**src/rtl/game_pkg.sv**
```systemverilog
`default_nettype none
// +----------------------------------------------------------------------+
// | Module   : game_pkg                                                  |
// | Brief    : Shared game-level state encoding for the control bus.     |
// | Revision : 1.0 - initial release                                     |
// +----------------------------------------------------------------------+
package game_pkg;

  // Registered game state as seen by the per-mode sequencers
  typedef enum logic [1:0] {
    START  = 2'd0,
    KEEPER = 2'd1,
    WINNER = 2'd2,
    LOOSER = 2'd3
  } g_state;

endpackage
`default_nettype wire

```
**src/rtl/round_controller.sv**
```systemverilog
`default_nettype none
// +----------------------------------------------------------------------+
// | Module   : round_controller                                          |
// | Brief    : Per-round penalty sequencer for keeper mode. Tracks each  |
// |            shot from release to arrival, decides save vs goal and    |
// |            owns the is_scored / round_counter / score fields.        |
// | Revision : 1.0 - initial release                                     |
// +----------------------------------------------------------------------+
module round_controller
  import game_pkg::*;
#(
  parameter int ROUNDS     = 5,
  parameter int TIMEOUT    = 100_000_000,
  parameter int GAP_CYCLES = 65_000_000
) (
  input  logic       clk,
  input  logic       rst,
  input  g_state     game_state,
  input  logic       shot_start,
  input  logic [2:0] shot_zone,
  input  logic       ball_arrived,
  input  logic [2:0] keeper_zone,
  output logic       is_scored,
  output logic [3:0] round_counter,
  output logic [2:0] score,
  output logic       goal,
  output logic       round_active
);

  localparam logic [2:0] c_ST_IDLE     = 3'd0;
  localparam logic [2:0] c_ST_WAIT     = 3'd1;
  localparam logic [2:0] c_ST_FLIGHT   = 3'd2;
  localparam logic [2:0] c_ST_REPORT   = 3'd3;
  localparam logic [2:0] c_ST_GAP      = 3'd4;
  localparam logic [2:0] c_ST_FINISHED = 3'd5;

  localparam logic [3:0]  c_ROUNDS   = 4'(ROUNDS);
  localparam logic [31:0] c_TO_LAST  = 32'(TIMEOUT - 1);
  localparam logic [31:0] c_GAP_LAST = 32'(GAP_CYCLES - 1);

  logic [2:0]  r_state;
  logic [31:0] r_timer;
  logic [2:0]  r_zone;
  logic        r_is_scored;
  logic [3:0]  r_round_counter;
  logic [2:0]  r_score;
  logic        r_goal;
  logic        r_round_active;

  logic [2:0]  w_state_nxt;
  logic [31:0] w_timer_nxt;
  logic [2:0]  w_zone_nxt;
  logic [3:0]  w_rc_nxt;
  logic [2:0]  w_score_nxt;
  logic        w_goal_nxt;
  logic [2:0]  w_score_inc;
  logic [3:0]  w_rc_inc;

  // Saturating save count and next round index, shared by several branches
  assign w_score_inc = (r_score == 3'd7) ? 3'd7 : r_score + 3'd1;
  assign w_rc_inc    = r_round_counter + 4'd1;

  // Next-state and next-value decode; START and foreign game states override the FSM
  always_comb begin
    w_state_nxt = r_state;
    w_timer_nxt = r_timer;
    w_zone_nxt  = r_zone;
    w_rc_nxt    = r_round_counter;
    w_score_nxt = r_score;
    w_goal_nxt  = r_goal;
    if (game_state == START) begin
      w_state_nxt = c_ST_IDLE;
      w_rc_nxt    = 4'd0;
      w_score_nxt = 3'd0;
      w_goal_nxt  = 1'b0;
    end else if (game_state != KEEPER) begin
      // Counters held so WINNER/LOOSER screens still show the final result
      w_state_nxt = c_ST_IDLE;
    end else begin
      case (r_state)
        c_ST_IDLE: begin
          w_state_nxt = (r_round_counter < c_ROUNDS) ? c_ST_WAIT : c_ST_FINISHED;
        end
        c_ST_WAIT: begin
          if (shot_start) begin
            w_zone_nxt  = shot_zone;
            w_timer_nxt = 32'd0;
            w_state_nxt = c_ST_FLIGHT;
          end
        end
        c_ST_FLIGHT: begin
          w_timer_nxt = r_timer + 32'd1;
          // Arrival is checked first so it wins over a coincident timeout
          if (ball_arrived) begin
            w_goal_nxt  = (keeper_zone != r_zone);
            if (keeper_zone == r_zone) begin
              w_score_nxt = w_score_inc;
            end
            w_state_nxt = c_ST_REPORT;
          end else if (r_timer == c_TO_LAST) begin
            // A shot that never arrives counts as a save
            w_goal_nxt  = 1'b0;
            w_score_nxt = w_score_inc;
            w_state_nxt = c_ST_REPORT;
          end
        end
        c_ST_REPORT: begin
          w_rc_nxt    = w_rc_inc;
          w_timer_nxt = 32'd0;
          w_state_nxt = (w_rc_inc == c_ROUNDS) ? c_ST_FINISHED : c_ST_GAP;
        end
        c_ST_GAP: begin
          w_timer_nxt = r_timer + 32'd1;
          if (r_timer == c_GAP_LAST) begin
            w_state_nxt = c_ST_WAIT;
          end
        end
        c_ST_FINISHED: begin
          w_state_nxt = c_ST_FINISHED;
        end
        default: begin
          w_state_nxt = c_ST_IDLE;
        end
      endcase
    end
  end

  // State and output registers; outputs are derived from the next state so they stay registered
  always_ff @(posedge clk) begin
    if (rst) begin
      r_state         <= c_ST_IDLE;
      r_timer         <= 32'd0;
      r_zone          <= 3'd0;
      r_is_scored     <= 1'b0;
      r_round_counter <= 4'd0;
      r_score         <= 3'd0;
      r_goal          <= 1'b0;
      r_round_active  <= 1'b0;
    end else begin
      r_state         <= w_state_nxt;
      r_timer         <= w_timer_nxt;
      r_zone          <= w_zone_nxt;
      r_is_scored     <= (w_state_nxt == c_ST_REPORT);
      r_round_counter <= w_rc_nxt;
      r_score         <= w_score_nxt;
      r_goal          <= w_goal_nxt;
      r_round_active  <= (w_state_nxt == c_ST_WAIT) || (w_state_nxt == c_ST_FLIGHT);
    end
  end

  assign is_scored     = r_is_scored;
  assign round_counter = r_round_counter;
  assign score         = r_score;
  assign goal          = r_goal;
  assign round_active  = r_round_active;

endmodule
`default_nettype wire

```
**config.mk**
```make
export PLATFORM = sky130hd
export DESIGN_NAME = round_controller
export DESIGN_NICKNAME = d
export VERILOG_FILES = /design/src/rtl/game_pkg.sv /design/src/rtl/round_controller.sv
export SDC_FILE = /design/constraint.sdc
export NUM_CORES = 1
export LEC_CHECK = 0
export ABC_AREA = 1
export BUFFER_PORTS_ARGS = -buffer_cell sky130_fd_sc_hd__buf_2
export CAP_MARGIN = 15
export CELL_PAD_IN_SITES_DETAIL_PLACEMENT = 1
export CELL_PAD_IN_SITES_GLOBAL_PLACEMENT = 1
export CORE_MARGIN = 8
export CORE_UTILIZATION = 42
export CTS_BUF_LIST = sky130_fd_sc_hd__clkbuf_16
export DETAILED_ROUTE_END_ITERATION = 7
export GPL_TIMING_DRIVEN = 0
export PLACE_DENSITY = 0.85
export SLEW_MARGIN = 20
export SYNTH_ARGS = -nofsm -noshare
export SYNTH_HDL_FRONTEND = slang
export SYNTH_SLANG_ARGS = --single-unit
```
**constraint.sdc**
```tcl
create_clock -name clk -period 2.3 [get_ports clk]
set_input_delay 0.23 -clock clk [delete_from_list [all_inputs] [get_ports clk]]
set_output_delay 0.23 -clock clk [all_outputs]
set_load 0.005 [all_outputs]
```
* After elaboration in Yosys (flattened, before gate mapping)
Index checks and enable logic that the tools add are counted.
** Storage, ports and cells
- Bits in writable memories :: 0
- Output and inout port bits :: 10
- Bits in read-only memories :: 0
- Memories kept :: 0
- Register bits after elaboration :: 48
- Latch bits :: 0
- Logic and storage cells :: 60
- Input bits :: 12
** Operators by class
- Order comparisons :: 1
- Bitwise operators :: 2
- Shifts and indexed selects :: 0
- Equal/unequal tests :: 17
- Multiplexer cells :: 17
- Divide/modulo/power cells :: 0
- $add $sub $neg :: 3
- Reduce and logical (&&, ||, !) cells :: 12
- Multiply operators :: 0
** Operators with widths (number)
- $pmux W32 S3 :: 1
- $mux W3 :: 11
- $add A32 B1 Y32 const B :: 1
- $eq A32 B26 Y1 const B :: 1
- $eq A32 B27 Y1 const B :: 1
- $mux W32 :: 1
- $pmux W3 S6 :: 1
- $eq A3 B2 Y1 const B :: 4
- $reduce_and A4 Y1 :: 3
- $eq A3 B3 Y1 const B :: 3
- $eq A3 B1 Y1 const B :: 2
- $add A4 B1 Y4 const B :: 1
- $eq A4 B3 Y1 const B :: 1
- $lt A4 B3 Y1 const B :: 1
- $ne A2 B1 Y1 const B :: 2
- $reduce_or A2 Y1 :: 2
- $add A3 B1 Y3 const B :: 1
- $eq A3 B3 Y1 :: 1
- $logic_not A3 Y1 :: 1
- $mux W1 :: 3
- $ne A3 B3 Y1 :: 1
- $reduce_and A3 Y1 :: 1
- $reduce_bool A3 Y1 :: 1
- $logic_not A2 Y1 :: 1
- other kinds (5) :: 6

* Logic depth before layout (Yosys ltp)
Gate-level depths: netlist of the first run.
- Depth after elaboration :: 8
- Depth in mapped cells :: 13
- Gate-level depth less buffers :: 13

* Least setup slack after synthesis of the first run
Ideal clock, no wire load.
- Path kind :: reg-to-reg
- Start point :: register r_timer[0]
- End point :: register r_score[0] (netlist: score[0])
- Arrival :: 1505 ps
- Slack :: 656 ps
- Stages on the path, launching flop included :: 11
- Buffers on the path :: 0
- Library setup time :: 138 ps
- Data required time :: 2162 ps
- Period minus slack after synthesis :: 1644 ps
- Path through :: dfxtp_1 > ha_1 > nand3_1 > inv_1 > nand2_1 > nor2_1 > nand2_1 > o21ai_1 > nand2_1 > nand2_1 > a21oi_1
** On the way
- Cells in the longest elaborated chain, start to end :: 3
** Ends and longest elaborated chain
- start: declaration :: line round_controller.sv:42 : logic [31:0] r_timer;
- start signal: assignment :: line round_controller.sv:141 : r_timer <= w_timer_nxt;
- $eq A32 B27 Y1 :: line round_controller.sv:100 : end else if (r_timer == c_TO_LAST) begin
- $reduce_bool A2 Y1 (no line)
- $reduce_and A4 Y1 (no line)
- end signal: assignment :: line round_controller.sv:145 : r_score <= w_score_nxt;
- end: declaration :: line round_controller.sv:46 : logic [2:0] r_score;
No other way between the ends.
A chain may end at the register's enable or synchronous reset.

* Worst setup path after layout of the first run
- Start point :: register r_timer[0]
- End point :: register r_score[1] (netlist: score[1])
The elaborated chain is that of the path after synthesis.

==> flow_summary.yaml, run 1 <==
final_layout:
  nets: 510
  final_common_cell: "nand2_1"
  seqCellArea_sq_um: 961
  fillers: 937
  areaGrowthSynthToFinish_pct: 13.8
  multi_input_area_sq_um: 1710
  fin_cells: 590
  layout_common_cells: "nand2_1, nor2_1, inv_1"
  drive_gt1_share_pct: 11.7
  diodes: 0
worst_setup_path:
  cp_common_cell: "nand2_1"
  crit_path_end: "score[1]"
  crit_path_start: "r_timer[0]"
  path_buf_inv: 1
  critPathRequiredTime_ns: 2.46
  cp-end-kind: "flip-flop"
  cp_slowest_stage_delay_ns: 0.40
  cp.depth: 10
  path_cells: "ha_2, nand3_1, inv_1, nand2_1, nor2_1, nand2_1, o21ai_2, nand2_1, nand2_1, a21oi_1"
  start_kind: "flip-flop"
  r2r_slack_ns: 0.28
  crit_family: "simple AND/OR/NAND/NOR gates"
  r2r_cells: 10
  cp_slowest_cell: "dfxtp_1"
  crit_path_max_fanout: 6
  critical_path_class: "flip-flop to flip-flop"
  arrival_ns: 2.18
  timing.rr.end: "score[1]"
  timing.rr.start: "r_timer[0]"
outcome:
  run_status: "finished clean"
timing:
  fin_skew_ns: 0.00524
  hold_viol: 0
  tightest_slew_ns: 0.570
  period_share_pct: 87.9
  fmaxAchievable_mhz: 495
  finalSetupViolCount: 0
  relSlewSlack_pct: 61.7
  min_period_ns: 2.02
  grt_setup_unrepaired: "false"
  tns_ns: 0
  slew_viol_final: 0
clocking:
  cts_sinks: 48
  cts_buffers: 5
  postCtsHoldBufs: 0
  htreeDepth: 2
  cts.clk_slew.worst_paths_ns: 0.07
  clock_latency_ns: 0.29
  cts_buffer_depth: 2
  cts_tree: "built"
  cts-root-buf: "clkbuf_16"
drt:
  wl_per_cell_um: 15.9
  met3_length_um: 272
  routed_via_density: 5.35
  top_layer: "met4"
  drt_pass1_iterations: 4
  drt-initial-drc-count: 94
  ant_nets: 0
  remaining_drc_errors: 0
  routed_wl_um: 9360
  num_vias: 3154
  met1_length_um: 3900
  dr_wl_met2_um: 4930
grt:
  grt_pass1_vias: 3419
  grt_antenna_before_repair: 0
  grt_overflow: 0
  grt_util_all_layers_pct: 19.5
  grt_max_degree: 17
  grt_first_pass_wirelength_um: 15800
logic_synthesis:
  seq_area_frac_synth_pct: 32.6
  synth-compound-area-share_pct: 13.3
  synth-xor-area-share_pct: 1.78
  synth-adder-area-share_pct: 2.12
  synth_top_family_by_area: "simple AND/OR/NAND/NOR gates"
  synthesis.area_sq_um: 2950
  synth_simple_gate_area_share_pct: 40.6
  synthCells: 465
  yosys_warnings: 0
  synthMuxAreaShare_pct: 0
  avgSynthCellArea_sq_um: 6.34
  syn-num-nets: 482
  synth_cell_type_count: 32
  ys_ff_latch: 48
job:
  cap_viol_max_count: 0
floorplan:
  dieWidth_um: 99.8
  design.die.area_sq_um: 9960
  io_pins: 22
  rows: 30
  core_region_area_sq_um: 6790
  die_h_um: 99.8
  start_util_pct: 43.4
place:
  post-place-cells: 582
  io_buffers: 21
  routabilityCongestion: 0.895
  dp_hpwl_um: 7220
pwr:
  power_mw: 1.77
  p_per_area_nw_per_um2: 528
  p_leak_nw: 1.28
  ir_drop_v: 0.000261
hold_path:
  hp-class: "primary input to flip-flop"
-- worst min-delay path by stage --
stage	end	cells past startpoint	start
6_report	r_timer[27]	2	rst
5_1_grt	r_zone[2]	3	shot_zone[2]
4_1_cts	r_zone[2]	3	shot_zone[2]
3_5_place_dp	goal	2	goal
3_3_place_gp	goal	2	goal
2_1_floorplan	r_timer[27]	1	rst
-- stage by stage --
| stage | setup slack [ns] | cell area [sq um] | hold slack, ns | utilization [%] |
|---|---|---|---|---|
| after floorplan | 0.656 | 2950 | 0.299 | - |
| after global placement | 0.212 | 3180 | 0.434 | 46.7 |
| after detailed placement | 0.163 | 3180 | 0.440 | 46.7 |
| after CTS | 0.132 | 3350 | 0.194 | 49.3 |
| after global routing | 0.00777 | 3360 | 0.223 | 49.4 |
| final | 0.279 | 3360 | 0.194 | 49.4 |
-- worst register-to-register path: stages (launching register included) --
cell     delay (ns)
dfxtp_1        0.40
ha_2           0.28
nand3_1        0.19
inv_1          0.14
nand2_1        0.15
nor2_1         0.14
nand2_1        0.13
o21ai_2        0.22
nand2_1        0.13
nand2_1        0.08
a21oi_1        0.05
-- final cells by class --
cell class / count / share of cell area (%)
inverters: 57 / 6.37
plain buffers: 9 / 2.09
repair buffers: 21 / 3.13
well taps: 96 / 3.58
multi-input cells: 351 / 51.1
clock buffers: 5 / 3.73
clock inverters: 3 / 1.42
flip-flops and latches: 48 / 28.6
-- where the power goes --
part | switching (mW) | internal [mW] | total [mW]
sequential | 0.00176 | 0.833 | 0.835
combinational | 0.0465 | 0.0235 | 0.0700
clock | 0.351 | 0.518 | 0.868
total | 0.399 | 1.37 | 1.77
-- flip-flops by register name (all words and copies together) (netlist names) --
| signal | count |
|---|---|
| r_state | 3 |
| score | 3 |
| round_active | 1 |
| r_timer | 32 |
| goal | 1 |
| is_scored | 1 |
| round_counter | 4 |
| r_zone | 3 |
-- synthesized netlist by cell type --
cell type | count | area share (%)
nor2_2 | 1 | 0.21
a21o_1 | 5 | 1.3
a21boi_0 | 1 | 0.25
o21bai_1 | 1 | 0.25
buf_2 | 2 | 0.34
nand3_1 | 32 | 5.4
clkinv_1 | 1 | 0.13
nand2_2 | 3 | 0.64
xnor2_1 | 2 | 0.59
dfxtp_1 | 48 | 33
o31ai_1 | 1 | 0.25
nor2_1 | 69 | 8.8
clkbuf_1 | 2 | 0.25
xor2_1 | 4 | 1.2
nor3_2 | 2 | 0.68
buf_6 | 4 | 1.5
or2_2 | 2 | 0.42
o21ai_1 | 7 | 1.2
nand3_2 | 2 | 0.68
a21oi_4 | 1 | 0.55
nand2_4 | 3 | 1.1
a21oi_1 | 44 | 7.5
o21ai_0 | 12 | 2.0
inv_2 | 4 | 0.51
ha_1 | 5 | 2.1
nand4_1 | 22 | 4.7
nand3b_1 | 2 | 0.51
nor3_1 | 16 | 2.7
nand2_1 | 113 | 14
inv_1 | 52 | 6.6
nor2_4 | 1 | 0.38
buf_4 | 1 | 0.25
-- cell families (layout without fill, tap and decap cells) --
family | Yosys count | count (layout)
adders and majority gates | 5 | 5
xor gates and xnor gates | 6 | 6
and+or+nand+nor | 268 | 268
DFF | 48 | 48
AOI/OAI and AO/OA | 72 | 72
buffers and inverters | 66 | 95
-- timing repair --
action                                  in CTS  in global routing
resized for setup                            0                  3
buffers inserted                             0                  0
endpoints found under the setup margin       0                  7
-- metal layers --
layer,vias to the layer above,track usage [%]
li1,1573,-
met1,1496,20.6
met2,60,37.4
met3,25,2.91
met4,0,7.92
met5,-,0
Power figures use the tool's default switching activity.
==> inputs of run 2 (changes only) <==
- ABC_AREA: 1 -> unset
- CORE_MARGIN: 8 -> unset
- CORE_UTILIZATION: 42 -> 44
- PLACE_DENSITY: 0.85 -> 0.84
==> flow_summary.yaml, run 2 <==
timing:
  holdWs_ns: 0.182
  fin_skew_ns: 0.00431
  period_share_pct: 93.5
  grt_setup_unrepaired: "false"
  fmaxAchievable_mhz: 465
  relSlewSlack_pct: 53.7
  slew_viol_final: 0
  tightest_slew_ns: 0.693
  min_period_ns: 2.15
  finalSetupViolCount: 0
  hold_viol: 0
  tns_ns: 0
  worst_slack_ns: 0.149
grt:
  grt_antenna_before_repair: 0
  grt_pass1_vias: 2437
  use_met3_pct: 4.05
  grt.busiest_layer: "met2"
  grt_util_all_layers_pct: 25.3
  grt_overflow: 0
  use_met2_pct: 43.5
  grt_first_pass_wirelength_um: 12000
  grt_use_met1_pct: 32.2
  grt_max_degree: 15
logic_synthesis:
  synthArstFlopShare_pct: 0
  avgSynthCellArea_sq_um: 8.28
  yosys-top-cells-count: "dfxtp_1, a21oi_1, nand3_1, nor2_1, nand2_1"
  yosys_warnings: 0
  ys_top_cells_by_area: "dfxtp_1, a21oi_1, or3_1, nand3_1, nor2_1"
  synth_edf_count: 0
  synth_most_common_cell: "dfxtp_1"
  synth_cell_type_count: 45
  synth.top_cell.area_share_pct: 39.1
  synthesis.area_sq_um: 2460
  synth_ff_type: "dfxtp_1"
  synth_top_area_cell: "dfxtp_1"
  synthCells: 297
  syn-num-nets: 314
  seq_area_frac_synth_pct: 39.1
  ys_ff_latch: 48
floorplan:
  rows: 26
  core_region_area_sq_um: 5240
  design.die.area_sq_um: 5890
  start_util_pct: 47.0
  die_h_um: 76.8
  dieWidth_um: 76.8
  io_pins: 22
drt:
  routed_via_density: 6.06
  routed_wl_um: 7000
  drt_pass1_iterations: 4
  drt-initial-drc-count: 150
  ant_nets: 0
  num_vias: 2406
  wl_per_cell_um: 17.6
  remaining_drc_errors: 0
place:
  dp_hpwl_um: 4780
  post-place-cells: 388
  io_buffers: 21
  placed_cell_area_sq_um: 2650
  post-place-ws_ns: 0.174
  routabilityCongestion: 0.846
pwr:
  p_sw_share_pct: 19.0
  switchingPower_mw: 0.347
  power_mw: 1.82
  pwr-share-clk_pct: 50.5
  comb_power_share_pct: 3.6
  p_per_area_nw_per_um2: 636
  p_int_mw: 1.47
  p_seq_share_pct: 45.9
  p_leak_nw: 1.01
  ir_drop_v: 0.000441
final_layout:
  nets: 344
  diodes: 0
  fin_cells: 397
  layout_common_cells: "dfxtp_1, a21oi_1, buf_2"
  drive_gt1_share_pct: 13.1
  fin_util_pct: 54.6
  final_common_cell: "dfxtp_1"
  areaGrowthSynthToFinish_pct: 16.2
  regMostFlops: "r_timer"
  largest_reg_flops: 32
  final_cell_area_sq_um: 2860
worst_setup_path:
  critPathRequiredTime_ns: 2.45
  start_kind: "flip-flop"
  arrival_ns: 2.30
  crit_path_max_fanout: 10
  cp-end-kind: "flip-flop"
  critical_path_class: "flip-flop to flip-flop"
clocking:
  postCtsHoldBufs: 0
  cts_sinks: 48
  cts_tree: "built"
  clock_latency_ns: 0.29
  cts_buffers: 5
  cts_buffer_depth: 2
  cts-root-buf: "clkbuf_16"
  cts.clk_slew.worst_paths_ns: 0.06
  htreeDepth: 2
job:
  cap_viol_max_count: 0
hold_path:
  hp-class: "primary input to flip-flop"
outcome:
  run_status: "finished clean"
run 2: changes by cell type in the layout (fill, tap and decap cells not counted), moves of 7 or more:
cell and change:
nand2_1 -94, nor2_1 -47, inv_1 -46, or3_1 +17, nor3_1 -13, nand3_1 -11
nand4_1 -10, a21oi_1 -9, or4_1 +9, and2_1 +7
run 2: critical path: stages (launching register included):
cell and delay (ns):
dfxtp_1 0.40, and4_1 0.25, and2_1 0.13, buf_2 0.18
nand4_2 0.28, clkbuf_1 0.34, o31ai_1 0.34, a21oi_1 0.10
run 2: power groups by stage:
stage / Clock, mW / Combinational, mW / Sequential (mW)
finish: 0.918 / 0.0653 / 0.836
global route: 0.956 / 0.0724 / 0.836
CTS: 0.930 / 0.0632 / 0.836
detailed placement: 0 / 0.0618 / 0.854
global placement: 0 / 0.0609 / 0.854
floorplan: 0 / 0.0340 / 0.854
run 2: area by class of cell:
| type | count | area [sq um] |
|---|---|---|
| fill | 648 | 2380 |
| multi-input combinational | 231 | 1430 |
| sequential | 48 | 961 |
| clock buffer | 5 | 125 |
| timing repair buffer | 23 | 120 |
| tap | 70 | 87.6 |
| clock inverter | 2 | 60.1 |
| buffer | 12 | 51.3 |
| inverter | 6 | 22.5 |
run 2: final timing paths:
| kind | endpoint | slack [ns] | startpoint | depth (start not counted) |
|---|---|---|---|---|
| max | r_timer[24] | 0.15 | r_timer[2] | 7 |
| min | r_zone[0] | 0.18 | shot_zone[0] | 3 |
| max reg2reg | r_timer[24] | 0.15 | r_timer[2] | 7 |
| min reg2reg | r_timer[31] | 0.49 | r_timer[31] | 2 |
run 2: per-layer routing:
metal	wire length [um]	up-vias	part of all wire, %
met2	3520	46	50
met1	3150	1177	45
li1	-	1173	-
met5	0	-	0
met3	243	10	3.5
met4	90	0	1.3
run 2: timing repair:
item | 4_1_cts | 5_1_grt
endpoints found under the setup margin | 0 | 13
resized for setup | 0 | 3
buffers inserted | 0 | 2
run 2: kinds of logic (layout without fill, tap and decap cells):
kind of cell,count (synthesis),in the layout,share of synthesized area [%]
AND/OR/NAND/NOR,135,135,31.0
flip-flops,48,48,39.1
AO/OA/AOI/OAI,74,74,18.2
adder cells (fa/ha/maj),5,5,2.54
XOR/XNOR,13,13,4.63
buffers and inverters,18,48,2.95
multiplexers,4,4,1.68
